File: src/rtl/command_executor_pkg.sv
// Shared types and defaults for the terminal command executor.
package command_executor_pkg;

    // Decoded command kinds delivered by the escape-sequence parser.
    typedef enum logic [3:0] {
        INPUT,
        IND,
        NEL,
        RI,
        CUU,
        CUD,
        CUF,
        CUB,
        CUP
    } CommandsType;

    // Executor sequencing states.
    typedef enum logic [1:0] {
        IDLE,
        EXEC,
        CLEAR
    } ExecState;

    localparam int unsigned COLS_DEF  = 80;
    localparam int unsigned ROWS_DEF  = 25;
    localparam logic [7:0]  BLANK_DEF = 8'h20;

    // Cursor-move repeat count: a zero parameter means "move by one".
    function automatic logic [8:0] step_count(logic [7:0] pn);
        return (pn == 8'd0) ? 9'd1 : {1'b0, pn};
    endfunction

endpackage

File: src/rtl/command_executor_line_clear_engine.sv
// Writes the blank character across one physical text row, one column per cycle.
module line_clear_engine
    import command_executor_pkg::*;
#(
    parameter int unsigned COLS   = COLS_DEF,
    parameter logic [7:0]  BLANK  = BLANK_DEF,
    parameter int unsigned ADDR_W = 11
) (
    input  logic              clk,
    input  logic              rst,
    input  logic              start,
    input  logic [4:0]        phys_row,
    output logic              ram_we,
    output logic [ADDR_W-1:0] ram_addr,
    output logic [7:0]        ram_wdata,
    output logic              done
);

    localparam int unsigned CNT_W = $clog2(COLS + 1);

    logic             active;
    logic [CNT_W-1:0] cnt;   // number of columns already issued

    // High in the cycle the last column write is presented on the port.
    assign done = active && (cnt == CNT_W'(COLS));

    // Walk the row; write port registers keep their last value once finished.
    always_ff @(posedge clk or negedge rst) begin
        if (!rst) begin
            active    <= 1'b0;
            cnt       <= '0;
            ram_we    <= 1'b0;
            ram_addr  <= '0;
            ram_wdata <= 8'h00;
        end else if (start) begin
            active    <= 1'b1;
            cnt       <= CNT_W'(1);
            ram_we    <= 1'b1;
            ram_addr  <= ADDR_W'(phys_row) * ADDR_W'(COLS);
            ram_wdata <= BLANK;
        end else if (active) begin
            if (done) begin
                active <= 1'b0;
                ram_we <= 1'b0;
            end else begin
                cnt      <= cnt + CNT_W'(1);
                ram_addr <= ram_addr + ADDR_W'(1);
            end
        end
    end

endmodule

File: src/rtl/command_executor.sv
// Applies parsed terminal commands to the text screen: cursor, circular scroll, text RAM writes.
module command_executor
    import command_executor_pkg::*;
#(
    parameter int unsigned COLS   = COLS_DEF,
    parameter int unsigned ROWS   = ROWS_DEF,
    parameter logic [7:0]  BLANK  = BLANK_DEF,
    parameter int unsigned ADDR_W = $clog2(ROWS * COLS)
) (
    input  logic              clk,
    input  logic              rst,
    input  logic              cmd_valid,
    input  CommandsType       cmd_type,
    input  logic [7:0]        pn1,
    input  logic [7:0]        pn2,
    input  logic [7:0]        pchar,
    output logic              ram_we,
    output logic [ADDR_W-1:0] ram_addr,
    output logic [7:0]        ram_wdata,
    output logic [4:0]        cursor_row,
    output logic [6:0]        cursor_col,
    output logic [4:0]        scroll_top,
    output logic              busy,
    output logic              overflow
);

    localparam logic [4:0] ROW_LAST  = 5'(ROWS - 1);
    localparam logic [6:0] COL_LAST  = 7'(COLS - 1);
    localparam logic [8:0] ROW_LAST9 = 9'(ROWS - 1);
    localparam logic [8:0] COL_LAST9 = 9'(COLS - 1);

    ExecState state;

    logic [4:0] row_q, top_q;
    logic [6:0] col_q;

    // One-entry holding slot for commands arriving while not idle.
    logic        pend_valid;
    CommandsType pend_type;
    logic [7:0]  pend_pn1, pend_pn2, pend_char;

    // Character-write path and clear bookkeeping.
    logic              exec_we_q;
    logic [ADDR_W-1:0] exec_addr_q;
    logic [7:0]        exec_wdata_q;
    logic              sel_clr_q;   // clear engine owns the RAM port (last writer)
    logic              clr_pend_q;
    logic [4:0]        clr_row_q;

    // Next-state results of the command being executed this cycle.
    logic        exec_go;
    CommandsType sel_type;
    logic [7:0]  sel_pn1, sel_pn2, sel_char;
    logic [8:0]  n, r9, c9, p_row9, p_col9;
    logic [5:0]  sum6;
    logic [4:0]  phys;
    logic [ADDR_W-1:0] wr_addr;
    logic [4:0]  nxt_row, nxt_top, clr_row_nxt;
    logic [6:0]  nxt_col;
    logic        do_write, do_clear, line_feed, rev_feed;

    logic              clr_start, clr_we, clr_done;
    logic [ADDR_W-1:0] clr_addr;
    logic [7:0]        clr_wdata;

    // A pending command has priority over a fresh strobe when idle.
    always_comb begin
        exec_go  = (state == IDLE) && (pend_valid || cmd_valid);
        sel_type = pend_valid ? pend_type : cmd_type;
        sel_pn1  = pend_valid ? pend_pn1  : pn1;
        sel_pn2  = pend_valid ? pend_pn2  : pn2;
        sel_char = pend_valid ? pend_char : pchar;
    end

    // Operand preparation and cursor-to-physical address mapping.
    always_comb begin
        n       = step_count(sel_pn1);
        r9      = {4'd0, row_q};
        c9      = {2'd0, col_q};
        p_row9  = (sel_pn1 == 8'd0) ? 9'd0 : {1'b0, sel_pn1} - 9'd1;
        p_col9  = (sel_pn2 == 8'd0) ? 9'd0 : {1'b0, sel_pn2} - 9'd1;
        sum6    = {1'b0, row_q} + {1'b0, top_q};
        phys    = (sum6 >= 6'(ROWS)) ? 5'(sum6 - 6'(ROWS)) : sum6[4:0];
        wr_addr = ADDR_W'(phys) * ADDR_W'(COLS) + ADDR_W'(col_q);
    end

    // Command semantics: new cursor/scroll and whether a write or line clear follows.
    always_comb begin
        nxt_row     = row_q;
        nxt_col     = col_q;
        nxt_top     = top_q;
        do_write    = 1'b0;
        do_clear    = 1'b0;
        clr_row_nxt = top_q;
        line_feed   = 1'b0;
        rev_feed    = 1'b0;
        case (sel_type)
            CUU: nxt_row = (r9 < n) ? 5'd0 : 5'(r9 - n);
            CUD: nxt_row = ((r9 + n) > ROW_LAST9) ? ROW_LAST : 5'(r9 + n);
            CUF: nxt_col = ((c9 + n) > COL_LAST9) ? COL_LAST : 7'(c9 + n);
            CUB: nxt_col = (c9 < n) ? 7'd0 : 7'(c9 - n);
            CUP: begin
                nxt_row = (p_row9 > ROW_LAST9) ? ROW_LAST : 5'(p_row9);
                nxt_col = (p_col9 > COL_LAST9) ? COL_LAST : 7'(p_col9);
            end
            IND: line_feed = 1'b1;
            NEL: begin
                line_feed = 1'b1;
                nxt_col   = 7'd0;
            end
            RI:  rev_feed = 1'b1;
            INPUT: begin
                if (sel_char == 8'h0D) begin
                    nxt_col = 7'd0;
                end else if (sel_char == 8'h08) begin
                    nxt_col = (col_q == 7'd0) ? 7'd0 : col_q - 7'd1;
                end else if (sel_char == 8'h0A) begin
                    line_feed = 1'b1;
                end else if (sel_char >= 8'h20) begin
                    do_write = 1'b1;
                    if (col_q < COL_LAST) begin
                        nxt_col = col_q + 7'd1;
                    end else begin
                        nxt_col   = 7'd0;
                        line_feed = 1'b1;
                    end
                end
            end
            default: ;
        endcase
        if (line_feed) begin
            if (row_q < ROW_LAST) begin
                nxt_row = row_q + 5'd1;
            end else begin
                // Oldest physical row becomes the new bottom line.
                nxt_top     = (top_q == ROW_LAST) ? 5'd0 : top_q + 5'd1;
                do_clear    = 1'b1;
                clr_row_nxt = top_q;
            end
        end
        if (rev_feed) begin
            if (row_q != 5'd0) begin
                nxt_row = row_q - 5'd1;
            end else begin
                nxt_top     = (top_q == 5'd0) ? ROW_LAST : top_q - 5'd1;
                do_clear    = 1'b1;
                clr_row_nxt = (top_q == 5'd0) ? ROW_LAST : top_q - 5'd1;
            end
        end
    end

    // Command intake, execution sequencing and registered outputs.
    always_ff @(posedge clk or negedge rst) begin
        if (!rst) begin
            state        <= IDLE;
            row_q        <= 5'd0;
            col_q        <= 7'd0;
            top_q        <= 5'd0;
            busy         <= 1'b0;
            overflow     <= 1'b0;
            pend_valid   <= 1'b0;
            pend_type    <= INPUT;
            pend_pn1     <= 8'h00;
            pend_pn2     <= 8'h00;
            pend_char    <= 8'h00;
            exec_we_q    <= 1'b0;
            exec_addr_q  <= '0;
            exec_wdata_q <= 8'h00;
            sel_clr_q    <= 1'b0;
            clr_pend_q   <= 1'b0;
            clr_row_q    <= 5'd0;
        end else begin
            if (state == IDLE) begin
                // Slot drains this cycle; a simultaneous strobe refills it.
                if (pend_valid) begin
                    pend_valid <= cmd_valid;
                    if (cmd_valid) begin
                        pend_type <= cmd_type;
                        pend_pn1  <= pn1;
                        pend_pn2  <= pn2;
                        pend_char <= pchar;
                    end
                end
            end else if (cmd_valid) begin
                if (!pend_valid) begin
                    pend_valid <= 1'b1;
                    pend_type  <= cmd_type;
                    pend_pn1   <= pn1;
                    pend_pn2   <= pn2;
                    pend_char  <= pchar;
                end else begin
                    overflow <= 1'b1;
                end
            end

            case (state)
                IDLE: begin
                    exec_we_q <= 1'b0;
                    if (exec_go) begin
                        row_q      <= nxt_row;
                        col_q      <= nxt_col;
                        top_q      <= nxt_top;
                        exec_we_q  <= do_write;
                        clr_pend_q <= do_clear;
                        clr_row_q  <= clr_row_nxt;
                        if (do_write) begin
                            exec_addr_q  <= wr_addr;
                            exec_wdata_q <= sel_char;
                            sel_clr_q    <= 1'b0;
                        end
                        state <= EXEC;
                    end
                end
                EXEC: begin
                    exec_we_q  <= 1'b0;
                    clr_pend_q <= 1'b0;
                    if (clr_pend_q) begin
                        state     <= CLEAR;
                        busy      <= 1'b1;
                        sel_clr_q <= 1'b1;
                    end else begin
                        state <= IDLE;
                    end
                end
                CLEAR: begin
                    if (clr_done) begin
                        state <= IDLE;
                        busy  <= 1'b0;
                    end
                end
                default: state <= IDLE;
            endcase
        end
    end

    assign clr_start = (state == EXEC) && clr_pend_q;

    line_clear_engine #(
        .COLS   (COLS),
        .BLANK  (BLANK),
        .ADDR_W (ADDR_W)
    ) u_line_clear (
        .clk       (clk),
        .rst       (rst),
        .start     (clr_start),
        .phys_row  (clr_row_q),
        .ram_we    (clr_we),
        .ram_addr  (clr_addr),
        .ram_wdata (clr_wdata),
        .done      (clr_done)
    );

    // RAM port follows whichever path wrote last so address/data hold when idle.
    assign ram_we     = exec_we_q | clr_we;
    assign ram_addr   = sel_clr_q ? clr_addr  : exec_addr_q;
    assign ram_wdata  = sel_clr_q ? clr_wdata : exec_wdata_q;
    assign cursor_row = row_q;
    assign cursor_col = col_q;
    assign scroll_top = top_q;

endmodule

File: config.mk
export PLATFORM = sky130hd
export DESIGN_NAME = command_executor
export DESIGN_NICKNAME = d
export VERILOG_FILES = /design/src/rtl/command_executor_pkg.sv /design/src/rtl/command_executor_line_clear_engine.sv /design/src/rtl/command_executor.sv
export SDC_FILE = /design/constraint.sdc
export NUM_CORES = 1
export LEC_CHECK = 0
export ABC_CLOCK_PERIOD_IN_PS = 9500
export CAP_MARGIN = 25
export CORE_AREA = 2 2 114 171
export DETAILED_ROUTE_END_ITERATION = 8
export DIE_AREA = 0 0 116 173
export GPL_ROUTABILITY_DRIVEN = 0
export MAX_ROUTING_LAYER = met4
export PLACE_DENSITY = 0.68
export SYNTH_ARGS = -nofsm -noshare
export SYNTH_HDL_FRONTEND = slang
export SYNTH_SLANG_ARGS = --single-unit
File: constraint.sdc
create_clock -name clk -period 9.5 [get_ports clk]
set_input_delay 1.9 -clock clk [delete_from_list [all_inputs] [get_ports clk]]
set_output_delay 1.9 -clock clk [all_outputs]
set_load 0.05 [all_outputs]
==> flow_summary_export.csv <==
group,metric,value,unit
logic_synthesis,synthesis.instances,918,
die,die-area,20100,µm²
status,status,"finished, final reports clean",
worst_setup_path,path_cells,"clkdlybuf4s50_1, mux2i_1, ha_1, o211ai_1, or2_2, inv_1, or2_2, inv_1, fa_1, nor2b_1, o31ai_1, xnor2_1, a21bo_2, a211oi_1, or4_4, o221a_1",
logic_synthesis,synthFlopType,"dfrtp_1",
cts,cts-htree-levels,3,
worst_setup_path,endpoint_kind,"flop",
die,pin_count,70,
routing,vias_per_cell,5.81,
logic_synthesis,seq_area_frac_synth,0.298,
final_layout,utilization,0.508,
cts,path_clk_slew,0.07,ns
routing,drtIter0Drc,462,
cts,holdBufCountCts,0,
routing,routed_wl,20900,µm
timing,hold_violations,0,
timing,timing.final.crit_share,0.612,
timing,fmax,172,MHz
global_routing,grt_max_degree,71,
worst_hold_path,hp-start,"exec_we_q$_DFFE_PN0P_",
routing,wl_per_cell,17.1,µm
worst_hold_path,min_to,"exec_we_q$_DFFE_PN0P_",
timing,rsz0062_at_grt,"false",
timing,period_needed,5.82,ns
placed_design,dp_hpwl,15900,µm
cts,cts_resized,0,
timing,tns,0,ns
worst_setup_path,criticalPathCategory,"in2reg",
timing,fin_ws,3.68,ns
worst_setup_path,rr_endpoint,"exec_addr_q[10]$_DFFE_PN0P_",
global_routing,antenna_found_initial,0,
logic_synthesis,async_flop_share,1.00,
logic_synthesis,synth_edf_count,0,
cts,clock-root-buffer,"clkbuf_16",
final_layout,drive_above_1_share,0.107,
worst_hold_path,hold_class,"reg2reg",
placed_design,port_buffers,69,
global_routing,grt_pass1_wl,34600,µm
worst_setup_path,cp.arrival,6.06,ns
logic_synthesis,netlist-cell-type-count,82,
worst_setup_path,crit_family,"simple AND/OR/NAND/NOR gates",
global_routing,grt_pass1_vias,6998,
worst_setup_path,crit_path_max_fanout,5,
worst_setup_path,crit_path_start,"pn1[0]",
worst_setup_path,start_kind,"input pin",
timing,worst_slew_pin_slew,0.926,ns
worst_setup_path,slowest_delay,0.52,ns
final_layout,syn_to_final_growth,14.1,%
logic_synthesis,ys_warn_count,0,
routing,drt_pass1_iterations,5,
worst_setup_path,cp_data_required_time,9.74,ns
worst_setup_path,r2r_slack,4.14,ns
logic_synthesis,synth_nets,1019,
worst_hold_path,worstHoldPathCells,1,
final_layout,layout.cells.non_filler,1222,
die,num_rows,61,
global_routing,grtUsageTotal,0.221,
timing,drv_slew,0,
cts,cts.sinks,98,
logic_synthesis,avgSynthCellArea,8.96,µm²
placed_design,dp_cells,1206,
die,die_x,116,µm
die,die_y,173,µm
worst_setup_path,worst_r2r_path_depth,19,
logic_synthesis,synth_seq_cells,98,
die,core_area,18500,µm²
timing,max_slew_margin,0.367,
routing,num_vias,7103,
final_layout,diodes,0,
placed_design,post-place-ws,3.31,ns
cts,clockBufferDepth,2,
worst_setup_path,cp_slowest_cell,"or4_4",
routing,route.detailed.drc,0,
global_routing,grt-ovfl-total,0,
timing,setup_violations,0,
routing,ant_nets,0,
cts,cts_tree,"built",
die,start_util,0.445,
timing,fin_skew,0.00989,ns
logic_synthesis,syn-cell-area,8230,µm²
cts,cts_setup_buffers,0,
final_layout,layout.nets,1066,
worst_setup_path,critPathBufInv,3,
run,cap_violations,0,
worst_setup_path,r2r_start,"cursor_row[1]$_DFFE_PN0P_",
cts,clock_latency,0.36,ns
cts,cts-buffers-inserted,9,
[stage by stage]
stage	hold slack [ns]	area (µm²)
after global routing	0.496	9390
after detailed placement	0.459	9080
after floorplan	0.428	8230
after CTS	0.477	9390
after global placement	0.447	9080
final	0.475	9390
[worst reg2reg max path, delay by kind of cell (launching register included)]
| kind | cells | cell delay [ns] |
|---|---|---|
| compound gates | 4 | 1.13 |
| xor+xnor | 2 | 0.39 |
| fa+ha+maj | 5 | 1.74 |
| buf+inv | 2 | 0.26 |
| flops | 1 | 0.66 |
| simple gates | 6 | 1.12 |
[state kept, by name, summed over array words and instances, names as in the netlist, 2 cells and up]
register,count
state,2
u_line_clear.cnt,7
cursor_row,5
pend_pn1,8
cursor_col,7
clr_row_q,5
pend_char,8
exec_wdata_q,8
pend_type,4
u_line_clear.ram_addr,11
scroll_top,5
pend_pn2,8
exec_addr_q,11
[cell usage after synthesis, types with 5 or more instances]
library cell,count,area [µm²]
dfrtp_1,98,2450
nand2_1,67,251
ha_1,62,776
nor2_1,60,225
o21ai_0,56,280
inv_1,49,184
mux2_2,48,541
a21oi_1,46,230
xnor2_1,33,289
nor3_1,31,155
mux2i_1,27,270
nor2b_1,24,150
clkbuf_1,23,86.3
nand3_1,23,115
xor2_1,15,131
a21o_1,13,97.6
nor4_1,13,81.3
nand2b_1,12,75.1
o22ai_1,12,75.1
and3_1,11,68.8
nor3b_1,11,82.6
or2_2,11,68.8
o211ai_1,10,75.1
a211oi_1,9,67.6
fa_1,8,160
nand4_1,8,50.1
o221ai_1,8,70.1
a31oi_1,7,43.8
o31ai_1,6,45.0
or3_1,6,37.5
a221oi_1,5,43.8
buf_2,5,25.0
buf_4,5,37.5
nand3b_1,5,37.5
[layout make-up]
| cell class | count | area, µm² |
|---|---|---|
| repair buffers | 74 | 726 |
| flip-flops and latches | 98 | 2450 |
| inverters | 49 | 184 |
| clock inverters | 6 | 72.6 |
| well taps | 252 | 315 |
| multi-input cells | 733 | 5410 |
| fillers | 1768 | 9080 |
| clock buffers | 10 | 229 |
[cells by family (layout without fill, tap and decap cells)]
kind of cell,Yosys count,in the layout,share of synthesized area
multiplexers,75,75,0.0985
AO/OA/AOI/OAI,232,232,0.196
XOR/XNOR,48,48,0.0511
adder cells (fa/ha/maj),71,71,0.115
flip-flops,98,98,0.298
buffers and inverters,87,139,0.0455
AND/OR/NAND/NOR,307,307,0.196
[how the worst max path moves through the flow]
stage	end	cells after the start
after floorplan	cursor_col[1]$_DFFE_PN0P_	15
after global placement	cursor_col[3]$_DFFE_PN0P_	16
after detailed placement	cursor_col[1]$_DFFE_PN0P_	16
after CTS	cursor_col[1]$_DFFE_PN0P_	16
after global routing	cursor_col[1]$_DFFE_PN0P_	16
final	cursor_col[1]$_DFFE_PN0P_	16
[routing by layer]
metal	GRT usage	share of wire
met2	0.372	0.51
met1	0.259	0.41
met5	-	0
met4	0.121	0.047
met3	0.0154	0.027
[cells in the final DEF (no fill, tap or decap), types with 10 or more instances in the layout]
| cell | count |
|---|---|
| xnor2_1 | 33 |
| mux2i_1 | 27 |
| a21oi_1 | 46 |
| nand2b_1 | 12 |
| inv_1 | 49 |
| mux2_2 | 48 |
| nor3_1 | 31 |
| nor2_1 | 60 |
| o22ai_1 | 12 |
| nor3b_1 | 11 |
| o211ai_1 | 10 |
| nor4_1 | 13 |
| and3_1 | 11 |
| ha_1 | 62 |
| nand3_1 | 23 |
| nor2b_1 | 24 |
| clkdlybuf4s50_1 | 68 |
| nand2_1 | 67 |
| or2_2 | 11 |
| a21o_1 | 13 |
| xor2_1 | 15 |
| dfrtp_1 | 97 |
| o21ai_0 | 55 |
Power is not shown: default switching activity piles up to over one toggle a cycle in this logic, so the estimate is an artifact.
